File: config.mk
export PLATFORM = sky130hd
export DESIGN_NAME = frame_scanout
export DESIGN_NICKNAME = d
export VERILOG_FILES = /design/src/rtl/frame_scanout.sv
export SDC_FILE = /design/constraint.sdc
export NUM_CORES = 1
export LEC_CHECK = 0
export CORE_UTILIZATION = 56
export CTS_BUF_LIST = sky130_fd_sc_hd__clkbuf_16
export DETAILED_ROUTE_END_ITERATION = 16
export GPL_ROUTABILITY_DRIVEN = 0
export GPL_TIMING_DRIVEN = 0
export PLACE_DENSITY = 0.79
export SLEW_MARGIN = 20
export SYNTH_ARGS = -nofsm -noshare
export SYNTH_HDL_FRONTEND = slang
export SYNTH_SLANG_ARGS = --single-unit
File: constraint.sdc
create_clock -name clk -period 3.6 [get_ports clk]
set_clock_uncertainty 0.05 [all_clocks]
set_input_delay 0.36 -clock clk [delete_from_list [all_inputs] [get_ports clk]]
set_output_delay 0.36 -clock clk [all_outputs]
set_load 0.05 [all_outputs]
File: src/rtl/frame_scanout.sv
// rtl/frame_scanout.sv - frame buffer read-side master streaming pixels with line/frame markers
//
// Ports:
//   clk, reset        rising-edge clock, asynchronous active-low reset
//   frame_rdy         level: a complete frame sits in the buffer
//   fb_rd_en          active-low read strobe, fb_rd_addr alongside it
//   fb_rd_data        read data, valid the cycle after the strobe is sampled
//   pix_*             pixel stream (valid/ready) with sof/eol/eof markers
//   busy, frame_done  activity level and one-cycle end-of-frame pulse
module frame_scanout #(
    parameter int DATA_WIDTH      = 24,
    parameter int PIX_PER_LINE    = 4,
    parameter int LINES_PER_FRAME = 2,
    parameter int ADDR_WIDTH      = 3
) (
    input  logic                  clk,
    input  logic                  reset,
    input  logic                  frame_rdy,
    output logic                  fb_rd_en,
    output logic [ADDR_WIDTH-1:0] fb_rd_addr,
    input  logic [DATA_WIDTH-1:0] fb_rd_data,
    output logic [DATA_WIDTH-1:0] pix_data,
    output logic                  pix_valid,
    input  logic                  pix_ready,
    output logic                  pix_sof,
    output logic                  pix_eol,
    output logic                  pix_eof,
    output logic                  busy,
    output logic                  frame_done
);

    localparam int N  = PIX_PER_LINE * LINES_PER_FRAME;
    localparam int PW = (PIX_PER_LINE > 1) ? $clog2(PIX_PER_LINE) : 1;
    localparam int LW = (LINES_PER_FRAME > 1) ? $clog2(LINES_PER_FRAME) : 1;
    localparam logic [ADDR_WIDTH-1:0] LAST_ADDR = ADDR_WIDTH'(N - 1);
    localparam logic [PW-1:0]         LAST_PIX  = PW'(PIX_PER_LINE - 1);
    localparam logic [LW-1:0]         LAST_LINE = LW'(LINES_PER_FRAME - 1);

    typedef enum logic [1:0] {S_IDLE, S_READ, S_DRAIN} state_t;

    state_t                  state_q, state_d;
    logic                    rd_en_q, rd_en_d;
    logic [ADDR_WIDTH-1:0]   addr_q, addr_d;
    logic                    pend_q;
    logic                    done_q, done_d;

    logic [DATA_WIDTH-1:0]   mem_q [4];
    logic [1:0]              wr_ptr_q, rd_ptr_q, rd_ptr_nx;
    logic [2:0]              occ_q, occ_d;

    logic [DATA_WIDTH-1:0]   pix_data_q, pix_data_d;
    logic                    valid_q, sof_q, eol_q, eof_q;
    logic                    sof_d, eol_d, eof_d;
    logic [PW-1:0]           pix_cnt_q, pix_cnt_d;
    logic [LW-1:0]           line_cnt_q, line_cnt_d;

    logic                    push, pop, room;

    // Buffer bookkeeping and registered output head
    always_comb begin
        // pend_q marks a strobe sampled by the buffer last edge: its data is on fb_rd_data now
        push      = pend_q;
        pop       = valid_q & pix_ready;
        occ_d     = occ_q + {2'b00, push} - {2'b00, pop};
        rd_ptr_nx = rd_ptr_q + {1'b0, pop};

        pix_data_d = pix_data_q;
        if (occ_d != 3'd0) begin
            // When the buffer drains to empty in the same cycle as a push, the new word
            // becomes the head directly rather than via the storage array.
            if (push && (occ_q == {2'b00, pop}))
                pix_data_d = fb_rd_data;
            else
                pix_data_d = mem_q[rd_ptr_nx];
        end

        pix_cnt_d  = pix_cnt_q;
        line_cnt_d = line_cnt_q;
        if (pop) begin
            if (pix_cnt_q == LAST_PIX) begin
                pix_cnt_d  = '0;
                line_cnt_d = (line_cnt_q == LAST_LINE) ? '0 : line_cnt_q + LW'(1);
            end else begin
                pix_cnt_d = pix_cnt_q + PW'(1);
            end
        end

        sof_d = (occ_d != 3'd0) && (pix_cnt_d == '0) && (line_cnt_d == '0);
        eol_d = (occ_d != 3'd0) && (pix_cnt_d == LAST_PIX);
        eof_d = eol_d && (line_cnt_d == LAST_LINE);
    end

    // Issue control: the next cycle may carry a strobe only if everything already
    // buffered or in flight plus that strobe still fits in the four entries.
    always_comb begin
        state_d = state_q;
        rd_en_d = 1'b1;
        addr_d  = addr_q;
        done_d  = 1'b0;
        room    = (occ_d + {2'b00, ~rd_en_q}) <= 3'd3;

        case (state_q)
            S_IDLE: begin
                if (frame_rdy) begin
                    rd_en_d = 1'b0;
                    addr_d  = '0;
                    state_d = (LAST_ADDR == '0) ? S_DRAIN : S_READ;
                end
            end
            S_READ: begin
                if (room) begin
                    rd_en_d = 1'b0;
                    addr_d  = addr_q + ADDR_WIDTH'(1);
                    if (addr_d == LAST_ADDR)
                        state_d = S_DRAIN;
                end
            end
            S_DRAIN: begin
                if (pop && eof_q && (occ_d == 3'd0) && rd_en_q) begin
                    done_d  = 1'b1;
                    state_d = S_IDLE;
                end
            end
            default: state_d = S_IDLE;
        endcase
    end

    always_ff @(posedge clk or negedge reset) begin
        if (!reset) begin
            state_q    <= S_IDLE;
            rd_en_q    <= 1'b1;
            addr_q     <= '0;
            pend_q     <= 1'b0;
            done_q     <= 1'b0;
            wr_ptr_q   <= '0;
            rd_ptr_q   <= '0;
            occ_q      <= '0;
            pix_data_q <= '0;
            valid_q    <= 1'b0;
            sof_q      <= 1'b0;
            eol_q      <= 1'b0;
            eof_q      <= 1'b0;
            pix_cnt_q  <= '0;
            line_cnt_q <= '0;
        end else begin
            state_q    <= state_d;
            rd_en_q    <= rd_en_d;
            addr_q     <= addr_d;
            pend_q     <= ~rd_en_q;
            done_q     <= done_d;
            wr_ptr_q   <= wr_ptr_q + {1'b0, push};
            rd_ptr_q   <= rd_ptr_nx;
            occ_q      <= occ_d;
            pix_data_q <= pix_data_d;
            valid_q    <= (occ_d != 3'd0);
            sof_q      <= sof_d;
            eol_q      <= eol_d;
            eof_q      <= eof_d;
            pix_cnt_q  <= pix_cnt_d;
            line_cnt_q <= line_cnt_d;
        end
    end

    // Storage needs no reset: occupancy and pointers define what is live
    always_ff @(posedge clk) begin
        if (push)
            mem_q[wr_ptr_q] <= fb_rd_data;
    end

    assign fb_rd_en   = rd_en_q;
    assign fb_rd_addr = addr_q;
    assign pix_data   = pix_data_q;
    assign pix_valid  = valid_q;
    assign pix_sof    = sof_q;
    assign pix_eol    = eol_q;
    assign pix_eof    = eof_q;
    assign busy       = (state_q != S_IDLE);
    assign frame_done = done_q;

endmodule

### Word-level counts from Yosys, hierarchy flattened

Memories as Yosys holds them, arrays and structs flattened.
Cells that the tools add are included.

| word-level totals | value |
|---|---|
| register bits | 46 |
| bits in latches | 0 |
| bits in writable memories | 96 |
| bits in read-only memories | 0 |
| bits of input ports | 28 |
| output and inout port bits | 34 |
| word-level logic and storage cells | 75 |
| memories kept | 1 |

| operators by class | value |
|---|---|
| add/subtract/negate cells | 8 |
| multiply operators | 0 |
| div/mod/pow operators | 0 |
| magnitude comparators | 1 |
| eq/ne operators | 10 |
| shift operators | 0 |
| muxes and demuxes | 21 |
| bitwise gates (word level) | 3 |
| reduce and logical (&&, ||, !) cells | 16 |

Memories:

| name | words | bits a word | read ports | clocked after Yosys merged registers in | write ports | RTL line | RTL |
|---|---|---|---|---|---|---|---|
| mem_q | 4 | 24 | 1 | 0 | 1 | 47 | `logic [DATA_WIDTH-1:0] mem_q [4];` |

Operator list:

| cell | number |
|---|---|
| 24-bit two-way mux | 1 |
| 2-bit two-way mux | 6 |
| 1-bit two-way mux | 9 |
| 1-bit logical AND | 8 |
| 2-bit inequality test, second input constant | 4 |
| 3-bit by 1-bit adder with 3-bit output | 2 |
| 2-bit == test, second input constant | 3 |
| 3-bit two-way mux | 2 |
| 2-bit one-hot mux with 3 select lines | 1 |
| 3-bit one-hot mux with 2 select lines | 1 |
| 2-bit by 1-bit adder with 2-bit output | 2 |
| 2-bit logical NOT | 2 |
| 4-bit AND reduction | 1 |
| 2-bit nonzero test | 2 |
| 3-bit by 1-bit adder with 3-bit output, second input constant | 1 |
| 3-bit by 1-bit == test with 1-bit output | 1 |
| 3-bit == test, second input constant | 1 |
| 3-bit by 2-bit less-or-equal comparator with 1-bit output, second input constant | 1 |
| 3-bit logical NOT | 1 |
| 3-bit AND reduction | 1 |
| 3-bit nonzero test | 1 |
| 3-bit by 1-bit subtractor with 3-bit output | 1 |
| 2-bit by 1-bit adder with 2-bit output, second input constant | 1 |
| 2-bit by 1-bit == test with 1-bit output, second input constant | 1 |
| 4 further kinds | 5 |

### Depth between registers and ports, before layout

| logic depth | value |
|---|---|
| depth in word-level cells | 7 |
| mapped depth | 10 |
| gate-level depth less buffers | 9 |

### Worst setup path after synthesis

OpenSTA, ideal clock, no wires.

| path | value |
|---|---|
| path kind | flip-flop to flip-flop |
| from | register pend_q |
| to | memory mem_q[0][0] (enable) |
| library setup time | 0.440 ns |
| arrival | 2.259 ns |
| required time | 3.110 ns |
| setup slack | 0.851 ns |
| stages on the path, launching flop included | 2 |
| path buffers | 0 |
| period minus slack after synthesis | 2.749 ns |
| cells stage by stage | dfrtp_1 nor3b_1 |

| on the way | value |
|---|---|
| longest elaborated chain between the ends | 2 |

RTL lines:

| what | RTL line | RTL |
|---|---|---|
| start, declared | 44 | `logic pend_q;` |
| start signal, assigned | 149 | `pend_q <= ~rd_en_q;` |
| 1-bit two-way mux | 166 | `if (push)` |
| 1-bit two-way mux (implied by the code) | 167 | `mem_q[wr_ptr_q] <= fb_rd_data;` |
| end, declared | 47 |  |

Every way passes these cells.

### Worst setup path after layout

| path | value |
|---|---|
| from | input port pix_ready |
| to | register pix_data_q[2], in the netlist pix_data[2] |

| on the way | value |
|---|---|
| elaborated cells on any way between the ends | 8 |
| those cells by class | 2 x add/sub; 1 x eq/ne; 1 x mux; 1 x bitwise; 2 x reduce/logical; 1 x memory |

RTL lines:

| what | RTL line | RTL |
|---|---|---|
| start, declared | 24 | `input logic pix_ready,` |
| 1-bit bitwise AND | 63 | `pop = valid_q & pix_ready;` |
| 3-bit by 1-bit subtractor with 3-bit output | 64 | `occ_d = occ_q + {2'b00, push} - {2'b00, pop};` |
| net occ_d[2] | 49 | `logic [2:0] occ_q, occ_d;` |
| 3-bit nonzero test | 68 | `if (occ_d != 3'd0) begin` |
| end signal, assigned | 154 | `pix_data_q <= pix_data_d;` |
| end, declared | 51 | `logic [DATA_WIDTH-1:0] pix_data_q, pix_data_d;` |

The timed path passes the listed nets, and every way through them passes these cells.
A chain may end at the register's enable or synchronous reset.

==> reports/results.ini <==
[worst_setup_path]
crit_arrival_ns=2.97
crit_path_start=pix_ready
startpoint_type=input pin
path_cells=clkdlybuf4s50_1 > a21bo_2 > nand2_1 > ha_1 > fa_1 > xnor3_2 > nor3_4 > inv_2 > clkbuf_1 > a31oi_1
reg2reg_slack_ns=0.85
crit_family=buffers and inverters
reg2reg_from=pix_valid
worst_setup_path_end_kind=flop
crit_path_max_fanout=10
path_buf_inv=3
critPathSlowestCell=clkdlybuf4s50_1
critPathKind=in2reg
required_ns=3.80
cp_slowest_stage_delay_ns=0.54

[synthesis]
synth_area_mm2=0.00560
synth_warnings=0
synth_top_area_share_pct=51.5
syn_nets=382
syn_inst=345
synth.distinct_cells=40
syn_avg_cell_area_um2=16.2
ys.flop_type=edfxtp_1
synth_area_leader_cell=edfxtp_1
async_flop_share_pct=32.4
synth_area_leaders=edfxtp_1 51%, dfrtp_1 20%, mux4_2 9.7%
seq_area_frac_synth_pct=72.1
ys_seq_elements=142
synth_edf_count=96

[route]
drcViolationCount=0
wl_um=12000
drtPass1Iterations=5
ant_nets=0
wire_per_inst_um=20.9
vias=3360
drt_iter0_drc=211
viasPerCell=5.83

[final_layout]
diodes=0
final_util_pct=72.0
nets=467
drive_gt1_share_pct=16.5
fin_area_mm2=0.00701
layout_commonest_cell=edfxtp_1
area_growth_pct=25.1
final_cell_mix=96 x edfxtp_1, 60 x clkdlybuf4s50_1, 57 x nand2_1

[grt]
grt_max_degree=27
gr-total-overflow=0
grt_use_total_pct=24.9
grt_pass1_wl_um=18300
grt_pass1_vias=3432
antenna_found_initial=0

[floorplan]
boundaryPins=62
die_w_um=102
die-area_mm2=0.0104
coreArea_mm2=0.00973
start_util_pct=57.5
die_h_um=102
placementRows=36

[cts]
path_clk_slew_ns=0.06
htree_levels=4
numClockSinks=142
cts.path.max_buffers=2
clkLatencyLatePin_ns=0.42
cts_tree=built
clockRootBuffer=clkbuf_16
cts_made_buffers=17

[min_path]
min_from=fb_rd_en
hold_class=reg2reg

[place]
dpl.hpwl_um=7170
portBuffers=61
placed_area_mm2=0.00646

[timing]
finalSetupViolCount=0
fmax_mhz=361
fin_crit_sh_pct=76.9
rsz0062_at_grt=no
slew_headroom_pct=45.9
period_minus_slack_ns=2.77
worst_pin_slew_ns=0.807
finalMaxSlewViolations=0
hold_viol_final=0
setup_tns_ns=0

[outcome]
outcome=complete, no violations

[job]
cap_violations=0

==> metrics by stage <==
step | std cells | setup WS, ns | hold slack, ns
after floorplan | 345 | 0.851 | 0.0144
after global placement | 539 | -0.457 | 0.430
after detailed placement | 543 | 0.448 | 0.388
after CTS | 576 | 0.828 | 0.451
after global routing | 576 | 0.717 | 0.462
final | 576 | 0.832 | 0.449
==> cells in the mapped netlist (all sizes together) (2+ instances only) <==
cell / count
ha: 8
edfxtp: 96
clkbuf: 7
nor2: 30
nand3: 2
nor3: 4
a21oi: 2
dfrtp: 45
inv: 9
o21bai: 2
mux4: 24
nor4: 2
and4: 2
and3: 2
a31oi: 24
nand2: 57
xor2: 4
buf: 8
==> cells by family (layout without fill, tap and decap cells) <==
logic type	count (synthesis)	in the layout	share of synthesized area, %
xor+xnor	6	6	1.54
fa+ha+maj	9	9	2.15
buf+inv	24	122	1.99
compound gates	34	34	4.07
flops	142	142	72.1
mux	25	25	9.83
simple gates	105	105	8.36
==> cell type report <==
cell class / instances / area, um2
Buffer: 15 / 77.6
Fill cell: 636 / 2720
Clock inverter: 15 / 115
Timing Repair Buffer: 66 / 686
Multi-Input combinational cell: 179 / 1470
Inverter: 9 / 33.8
Clock buffer: 17 / 425
Sequential cell: 142 / 4040
Tap cell: 133 / 166
==> state kept, by name, summed over array words and instances (netlist names), 2 cells and up <==
name        count
wr_ptr_q        2
occ_q           3
pix_cnt_q       2
fb_rd_addr      3
rd_ptr_q        2
mem_q          96
state_q         2
pix_data       24
==> metal layers <==
| layer | global-route usage (%) | part of all wire [%] | wire length, um |
|---|---|---|---|
| met2 | 42.5 | 53 | 6390 |
| met5 | 0 | 0 | 0 |
| met1 | 30.6 | 39 | 4710 |
| met4 | 9.78 | 1.4 | 168 |
| met3 | 6.50 | 6.2 | 750 |
==> worst register-to-register path, stage by stage (launching register included) <==
cell and delay, ns:
dfrtp_1 0.42, nand3b_1 0.20, nand2_1 0.08, ha_1 0.20, fa_1 0.39, xnor3_2 0.35, nor3_4 0.06, inv_2 0.14
clkbuf_1 0.50, a31oi_1 0.19
==> repair_timing <==
action                     in CTS  in global routing
resized for setup               0                  0
hold endpoints to repair       24                  0
setup endpoints to repair       0                  0
hold buffers                    1                  0
buffers inserted                0                  0
==> worst paths after layout <==
kind | end | depth (start not counted)
hold reg to reg | pend_q | 1
min in group asynchronous | fb_rd_addr[1] | 2
hold / removal | pend_q | 1
setup reg to reg | pix_data[2] | 9
setup / recovery | pix_data[2] | 10
max in group asynchronous | pix_data[8] | 3
Power is not shown: default switching activity piles up to over one toggle a cycle in this logic, so the estimate is an artifact.
